<file path="src/rtl/sarm_mem_pkg.sv">
// Shared types and constants for the SARM MEM-stage SRAM path.
package sarm_mem_pkg;

  localparam int unsigned SRAM_HALF_W    = 16;
  localparam int unsigned SRAM_CNT_W     = 4;
  localparam logic [31:0] SRAM_BASE_ADDR = 32'd1024;

  typedef enum logic [1:0] {
    IDLE = 2'd0,
    LOW  = 2'd1,
    HIGH = 2'd2,
    DONE = 2'd3
  } sram_state_t;

endpackage

</file>
<file path="src/rtl/sram_addr_map.sv">
// Byte address to SRAM word index: (address - BASE_ADDR) >> 2, modular, truncated.
module sram_addr_map
  import sarm_mem_pkg::*;
#(
  parameter logic [31:0] BASE_ADDR = SRAM_BASE_ADDR,
  parameter int unsigned IDX_W     = 17
) (
  input  logic [31:0]      address_i,
  output logic [IDX_W-1:0] word_idx_o
);

  assign word_idx_o = IDX_W'((address_i - BASE_ADDR) >> 2);

endmodule

</file>
<file path="src/rtl/sram_controller.sv">
// MEM-stage controller: each 32-bit load/store becomes two 16-bit async SRAM accesses.
// Optional SRAM_PERF_CNT_EN adds a stall_cycles counter of cycles with ready=0.
module sram_controller
  import sarm_mem_pkg::*;
#(
  parameter logic [31:0] BASE_ADDR  = SRAM_BASE_ADDR,
  parameter int unsigned SRAM_AW    = 18,
  parameter int unsigned ACC_CYCLES = 2
) (
  input  logic                   clk,
  input  logic                   rst,
  input  logic                   read_en,
  input  logic                   write_en,
  input  logic [31:0]            address,
  input  logic [31:0]            write_data,
  output logic [31:0]            read_data,
  output logic                   ready,
  output logic [SRAM_AW-1:0]     sram_addr,
  input  logic [SRAM_HALF_W-1:0] sram_dq_in,
  output logic [SRAM_HALF_W-1:0] sram_dq_out,
  output logic                   sram_dq_oe,
  output logic                   sram_we_n,
  output logic                   sram_oe_n
`ifdef SRAM_PERF_CNT_EN
  , output logic [31:0]          stall_cycles
`endif
);

  localparam int unsigned IDX_W = SRAM_AW - 1;
  localparam logic [SRAM_CNT_W-1:0] LAST_CNT = SRAM_CNT_W'(ACC_CYCLES - 1);

  sram_state_t             state_q;
  logic [SRAM_CNT_W-1:0]   cnt_q;
  logic                    is_wr_q;
  logic [IDX_W-1:0]        idx_q;
  logic [SRAM_HALF_W-1:0]  hi_data_q;
  logic [31:0]             read_data_q;
  logic [SRAM_AW-1:0]      sram_addr_q;
  logic [SRAM_HALF_W-1:0]  dq_out_q;
  logic                    dq_oe_q;
  logic                    we_n_q;
  logic                    oe_n_q;

  logic [IDX_W-1:0]        word_idx;
  logic                    req;
  logic                    phase_last;

  sram_addr_map #(
    .BASE_ADDR (BASE_ADDR),
    .IDX_W     (IDX_W)
  ) u_addr_map (
    .address_i  (address),
    .word_idx_o (word_idx)
  );

  assign req        = read_en | write_en;
  assign phase_last = (cnt_q == LAST_CNT);
  assign ready      = (state_q == DONE) || ((state_q == IDLE) && !req);

  // Pins are loaded one edge ahead so each phase presents stable registered values.
  always_ff @(posedge clk or negedge rst) begin
    if (!rst) begin
      state_q     <= IDLE;
      cnt_q       <= '0;
      is_wr_q     <= 1'b0;
      idx_q       <= '0;
      hi_data_q   <= '0;
      read_data_q <= '0;
      sram_addr_q <= '0;
      dq_out_q    <= '0;
      dq_oe_q     <= 1'b0;
      we_n_q      <= 1'b1;
      oe_n_q      <= 1'b1;
    end else begin
      case (state_q)
        IDLE: begin
          if (req) begin
            state_q     <= LOW;
            cnt_q       <= '0;
            is_wr_q     <= write_en;
            idx_q       <= word_idx;
            hi_data_q   <= write_data[2*SRAM_HALF_W-1:SRAM_HALF_W];
            sram_addr_q <= {word_idx, 1'b0};
            if (write_en) begin
              dq_out_q <= write_data[SRAM_HALF_W-1:0];
              dq_oe_q  <= 1'b1;
              we_n_q   <= 1'b0;
            end else begin
              oe_n_q   <= 1'b0;
            end
          end
        end
        LOW: begin
          if (phase_last) begin
            state_q     <= HIGH;
            cnt_q       <= '0;
            sram_addr_q <= {idx_q, 1'b1};
            if (is_wr_q) begin
              dq_out_q <= hi_data_q;
            end else begin
              read_data_q[SRAM_HALF_W-1:0] <= sram_dq_in;
            end
          end else begin
            cnt_q <= cnt_q + SRAM_CNT_W'(1);
          end
        end
        HIGH: begin
          if (phase_last) begin
            state_q <= DONE;
            cnt_q   <= '0;
            dq_oe_q <= 1'b0;
            we_n_q  <= 1'b1;
            oe_n_q  <= 1'b1;
            if (!is_wr_q) begin
              read_data_q[2*SRAM_HALF_W-1:SRAM_HALF_W] <= sram_dq_in;
            end
          end else begin
            cnt_q <= cnt_q + SRAM_CNT_W'(1);
          end
        end
        DONE: begin
          state_q <= IDLE;
        end
        default: begin
          state_q <= IDLE;
        end
      endcase
    end
  end

  assign read_data   = read_data_q;
  assign sram_addr   = sram_addr_q;
  assign sram_dq_out = dq_out_q;
  assign sram_dq_oe  = dq_oe_q;
  assign sram_we_n   = we_n_q;
  assign sram_oe_n   = oe_n_q;

`ifdef SRAM_PERF_CNT_EN
  logic [31:0] stall_q;

  // Free-running stall counter; wraps naturally at 2^32.
  always_ff @(posedge clk or negedge rst) begin
    if (!rst) begin
      stall_q <= '0;
    end else if (!ready) begin
      stall_q <= stall_q + 32'd1;
    end
  end

  assign stall_cycles = stall_q;
`endif

endmodule

</file>
<file path="config.mk">
export PLATFORM = sky130hd
export DESIGN_NAME = sram_controller
export DESIGN_NICKNAME = d
export VERILOG_FILES = /design/src/rtl/sarm_mem_pkg.sv /design/src/rtl/sram_addr_map.sv /design/src/rtl/sram_controller.sv
export SDC_FILE = /design/constraint.sdc
export NUM_CORES = 1
export LEC_CHECK = 0
export CORE_AREA = 2 2 106 108
export CTS_CLUSTER_SIZE = 25
export DETAILED_ROUTE_END_ITERATION = 7
export DIE_AREA = 0 0 108 110
export DONT_BUFFER_PORTS = 1
export SLEW_MARGIN = 10
export SYNTH_ARGS = -nofsm -noshare
export SYNTH_HDL_FRONTEND = slang
export SYNTH_SLANG_ARGS = --single-unit
</file>
<file path="constraint.sdc">
create_clock -name clk -period 2 [get_ports clk]
set_clock_uncertainty 0.15 [all_clocks]
set_input_delay 0.1 -clock clk [delete_from_list [all_inputs] [get_ports clk]]
set_output_delay 0.1 -clock clk [all_outputs]
set_load 0.02 [all_outputs]
</file>
Word-level counts from Yosys, hierarchy flattened
Index checks and enable logic that the tools add are counted.
W data, S select, Z words.

cells by class
  muxes and demuxes = 26
  add/sub/neg operators = 2
  bitwise operators = 2
  reductions and logical operators = 17
  equal/unequal tests = 10

operator list
  operator                  number
  $mux W16                  4
  $mux W18                  2
  $pmux W18 S2              1
  $pmux W16 S2              1
  $sub A19 B11 Y19 const B  1
  $ne A2 B2 Y1 const B      6
  $reduce_and A3 Y1         4
  $mux W1                   8
  $mux W4                   2
  $pmux W2 S4               1
  $pmux W4 S2               1
  $reduce_and A4 Y1         2
  $mux W2                   3
  $pmux W1 S2               3
  $reduce_bool A2 Y1        3
  $reduce_and A5 Y1         1
  $add A4 B1 Y4 const B     1
  $eq A2 B2 Y1 const B      2
  $eq A4 B1 Y1 const B      1
  $reduce_and A2 Y1         2
  $eq A2 B1 Y1 const B      1
  $logic_not A2 Y1          1
  $reduce_or A2 Y1          1
  $logic_and A1 B1 Y1       1
  4 further kinds           4

storage, ports and cells
  input port bits = 84
  output and inout bits = 70
  word-level logic and storage cells = 69
  register bits = 109

Depth between registers and ports, before layout
  depth after elaboration = 4
  depth in mapped cells = 8
  mapped depth without buffers = 6

Modules after synthesis
From an unflattened synthesis, not the netlist that was laid out.

second synthesis, totals
  cell total of the unflattened synthesis = 347
  area total of the unflattened synthesis = 4902.2 µm²

by module, submodules not included
  module           area an instance (µm²)  sequential area each (µm²)  cells each  times used
  sram_controller  4694.5                  2730.1                      319         1
  sram_addr_map    207.7                   0.0                         28          1

Worst setup path after synthesis
OpenSTA, ideal clock, no wires.

  path type = register to register
  start point = reg state_q[1]
  end point = reg read_data_q[10] (netlist: read_data[10])
  arrival time = 1.609 ns
  path buffers = 1
  cell stages (with the launch flop) = 7
  period minus slack after synthesis = 1.884 ns
  path slack = 0.116 ns
  required time = 1.725 ns
  setup time = 0.125 ns
  cell sequence = dfrtp_1 -> inv_1 -> ha_1 -> nand4bb_1 -> nor2_4 -> buf_4 -> mux2_2

on the way
  cells in the longest elaborated chain, start to end = 2

RTL lines
  element                             RTL line                RTL
  start, declared                     sram_controller.sv:32   sram_state_t state_q;
  start signal, assigned              sram_controller.sv:63   state_q <= IDLE;
  start signal, assigned              sram_controller.sv:78   state_q <= LOW;
  start signal, assigned              sram_controller.sv:95   state_q <= HIGH;
  $eq A2 B1 Y1                        sram_controller.sv:75   case (state_q)
  $reduce_and A3 Y1 (no source line)  n/a
  end signal, assigned by index       sram_controller.sv:101  read_data_q[SRAM_HALF_W-1:0] <= sram_dq_in;
  end signal, assigned by index       sram_controller.sv:115  read_data_q[2*SRAM_HALF_W-1:SRAM_HALF_W] <= sram_dq_in;
  end, declared                       sram_controller.sv:37   logic [31:0] read_data_q;

No other way between the ends.
A chain may end at the register's enable or synchronous reset.

Final worst setup path
  start point = in address[13]
  end point = reg sram_addr_q[17] (netlist: sram_addr[17])

on the way
  cells in the longest elaborated chain, start to end = 3

RTL lines
  element               RTL line               RTL
  start, declared       sram_controller.sv:14  input logic [31:0] address,
  $sub A19 B11 Y19      sram_addr_map.sv:12    assign word_idx_o = IDX_W'((address_i - BASE_ADDR) >> 2);
  $mux W18              sram_controller.sv:77  if (req) begin
  $pmux W18 S2          sram_controller.sv:75
  end signal, assigned  sram_controller.sv:83  sram_addr_q <= {word_idx, 1'b0};
  end signal, assigned  sram_controller.sv:97  sram_addr_q <= {idx_q, 1'b1};
  end, declared         sram_controller.sv:38  logic [SRAM_AW-1:0] sram_addr_q;

No other way between the ends. The select of a mux whose other input is x is not followed.

==> flow_metrics.tcl <==
set metrics [dict create \
    drc 0 \
    slowest_stage "dlygate4sd3_1" \
    fmax_mhz 493 \
    timing.hold.ws_ns -0.731 \
    fillers 888 \
    utilization_pct 56.8 \
    final_common_cell "dfrtp_1" \
    max-cap-violations 0 \
    power_leakage_nw 2.60 \
    cts_sinks 109 \
    required_ns 2.13 \
    final_hold_viol_count 109 \
    netlist_instances 389 \
    rows 38 \
    clock_latency_ns 0.37 \
    grt.total_usage_pct 18.3 \
    cp-startpoint "address[13]" \
    fin_setup_tns_ns -0.0275 \
    dpl.cell_count 535 \
    rsz0062_at_grt "true" \
    setup_slack_ns -0.0275 \
    die_y_um 110 \
    overflow 0 \
    ys_warn_count 0 \
    clockRootBuffer "clkbuf_8" \
    end_kind "flop" \
    ys_types 43 \
    grt_pass1_vias 3565 \
    cp_common_cell "dlygate4sd3_1" \
    power.total_mw 10.1 \
    core_mm2 0.0107 \
    route.vias.total 3358 \
    slew_headroom_pct 72.5 \
    routabilityCongestion 0.724 \
    avgViaCountPerCell 5.33 \
    syn-cell-area_mm2 0.00472 \
    cts_htree_levels 3 \
    status "finished with violations" \
    tightest_slew_ns 0.408 \
    synthesis.nets 480 \
    clk_pin_slew_ns 0.11 \
    drt-wirelength-per-cell_um 17.1 \
    hold_class "in2async" \
    start_util_pct 44.1 \
    die_w_um 108 \
    drive_gt1_share_pct 24.5 \
    ant_nets 0 \
    cts_tree "yes" \
    worstSetupPathType "in2reg" \
    layout.nets 576 \
    diodes 0 \
    period_needed_ns 2.03 \
    cp_max_fo 3 \
    fin_cells 630 \
    timing.rr.start "state_q[1]$_DFFE_PN0P_" \
    cp_data_arrival_time_ns 2.16 \
    io_buffers 0 \
    pin_count 154 \
    firstDrtPassIters 4 \
    violations "hold timing, setup timing" \
    cts.path.max_buffers 2 \
    dp_hpwl_um 6810 \
    finalSetupViolations 1 \
    final_cell_mix "dfrtp_1 (107), dlygate4sd3_1 (74), mux2_2 (56)" \
    cts_buffers 9 \
    syn2layout_area_growth_pct 28.7 \
    ys_ff_latch 109 \
    grt_pass1_wl_um 17100 \
    slew_viol_final 0 \
    grt_max_degree 110 \
    timing.final.crit_share_pct 101 \
    yosysSeqAreaShare_pct 57.8 \
    ir_drop_mv 0.706 \
    power_density_mw_per_mm2 1660 \
    drt_iter0_drc 162 \
    antenna_found_initial 0 \
    crit_path_max_incr_delay_ns 0.62 \
    synth_area_per_cell_um2 12.1 \
    crit_chain "dlygate4sd3_1 -> nor4_4 -> nand3_1 -> xor2_1 -> dlygate4sd3_1 -> o211ai_1" \
    die_area_mm2 0.0119 \
    wl_um 10800 \
    startpoint_type "primary input" \
]
-- final cells by class --
type                    count  area, µm²  area share, %
flip-flops and latches    109       2730           44.9
clock inverters             5       45.0          0.741
repair buffers            104       1040           17.1
inverters                  10       37.5          0.617
clock buffers              11        141           2.33
multi-input cells         251       1910           31.4
well taps                 140        175           2.88
-- flip-flops by register name, summed over array words and instances, names as in the netlist, 2 cells and up --
register and flops:
cnt_q 4, hi_data_q 16, idx_q 17, read_data 32
sram_addr 18, sram_dq_out 16, state_q 2
-- critical path, delay by kind of cell --
family | cells | cell delay [ns]
XOR/XNOR | 1 | 0.16
AND/OR/NAND/NOR | 2 | 0.51
AO/OA/AOI/OAI | 1 | 0.18
buffers and inverters | 2 | 1.19
-- layer usage --
| layer | part of all wire [%] | up-vias | GRT usage, % |
|---|---|---|---|
| met5 | 0 | - | 0 |
| li1 | - | 1562 | - |
| met4 | 2.1 | 0 | 7.14 |
| met1 | 40 | 1654 | 21.4 |
| met2 | 50 | 125 | 31.9 |
| met3 | 7.8 | 17 | 5.47 |
-- worst paths after layout --
check / endpoint / slack (ns) / cells after the start
min in group clk: sram_dq_oe$_DFFE_PN0P_ / 0.04 / 4
max in group asynchronous: sram_oe_n$_DFFE_PN1P_ / 2.20 / 0
setup reg to reg: sram_addr[4]$_DFFE_PN0P_ / 0.07 / 8
setup / recovery: sram_addr[17]$_DFFE_PN0P_ / -0.03 / 6
hold reg to reg: idx_q[13]$_DFFE_PN0P_ / 0.33 / 2
hold / removal: hi_data_q[3]$_DFFE_PN0P_ / -0.73 / 0
-- report_power, final --
group	total (mW)	switching (mW)	leakage [nW]	internal, mW
Sequential	4.95	1.62	1.28	3.33
Clock	1.27	0.764	0.0920	0.507
Combinational	3.89	1.84	1.23	2.05
Total	10.1	4.22	2.60	5.89
-- stage by stage --
stage	setup slack (ns)	area [µm²]
after floorplan	0.116	4720
after global placement	0.0405	5050
after detailed placement	-0.0137	5050
after CTS	0.000558	6020
after global routing	-0.0776	6080
final	-0.0275	6080
-- cell usage after synthesis, drive strengths merged --
master	count	area share (%)
nor2	48	4.0
mux2	57	14
nor4	1	0.13
nand3	8	0.85
ha	7	1.9
o221ai	2	0.37
nor3	4	0.42
nand2b	3	0.40
a32o	1	0.21
a21oi	23	2.5
a22o	2	0.37
buf	17	2.2
nand3b	1	0.42
dfstp	2	1.1
a31o	1	0.19
nand4bb	2	0.48
o22ai	11	1.5
xor2	6	1.1
a211oi	2	0.42
inv	10	0.79
or3b	2	0.37
mux2i	17	3.6
dfrtp	107	57
clkbuf	2	0.16
nor3b	2	0.56
o211ai	4	0.64
nand4	2	0.26
and3	1	0.13
o21ai	19	2.0
xnor2	1	0.19
a32oi	3	0.56
a21o	1	0.16
nor2b	1	0.13
and2	1	0.13
nand2	18	1.4
-- repair_timing --
item | CTS | global route
buffers inserted | 3 | 2
resized for setup | 6 | 10
pin swaps | 0 | 2
gates cloned | 0 | 0
setup endpoints to repair | 12 | 17
hold buffers | 74 | 1
hold endpoints to repair | 212 | 110
-- logic make-up (layout without fill, tap and decap cells) --
group           after synthesis  after routing  share of synthesized area (%)
compound gates               69             69                           8.90
xor+xnor                      7              7                           1.30
fa+ha+maj                     7              7                           1.85
buf+inv                      29            130                           3.15
flops                       109            109                           57.8
mux                          74             74                           17.3
simple gates                 94             94                           9.70
(Power assumes the default switching activity.)
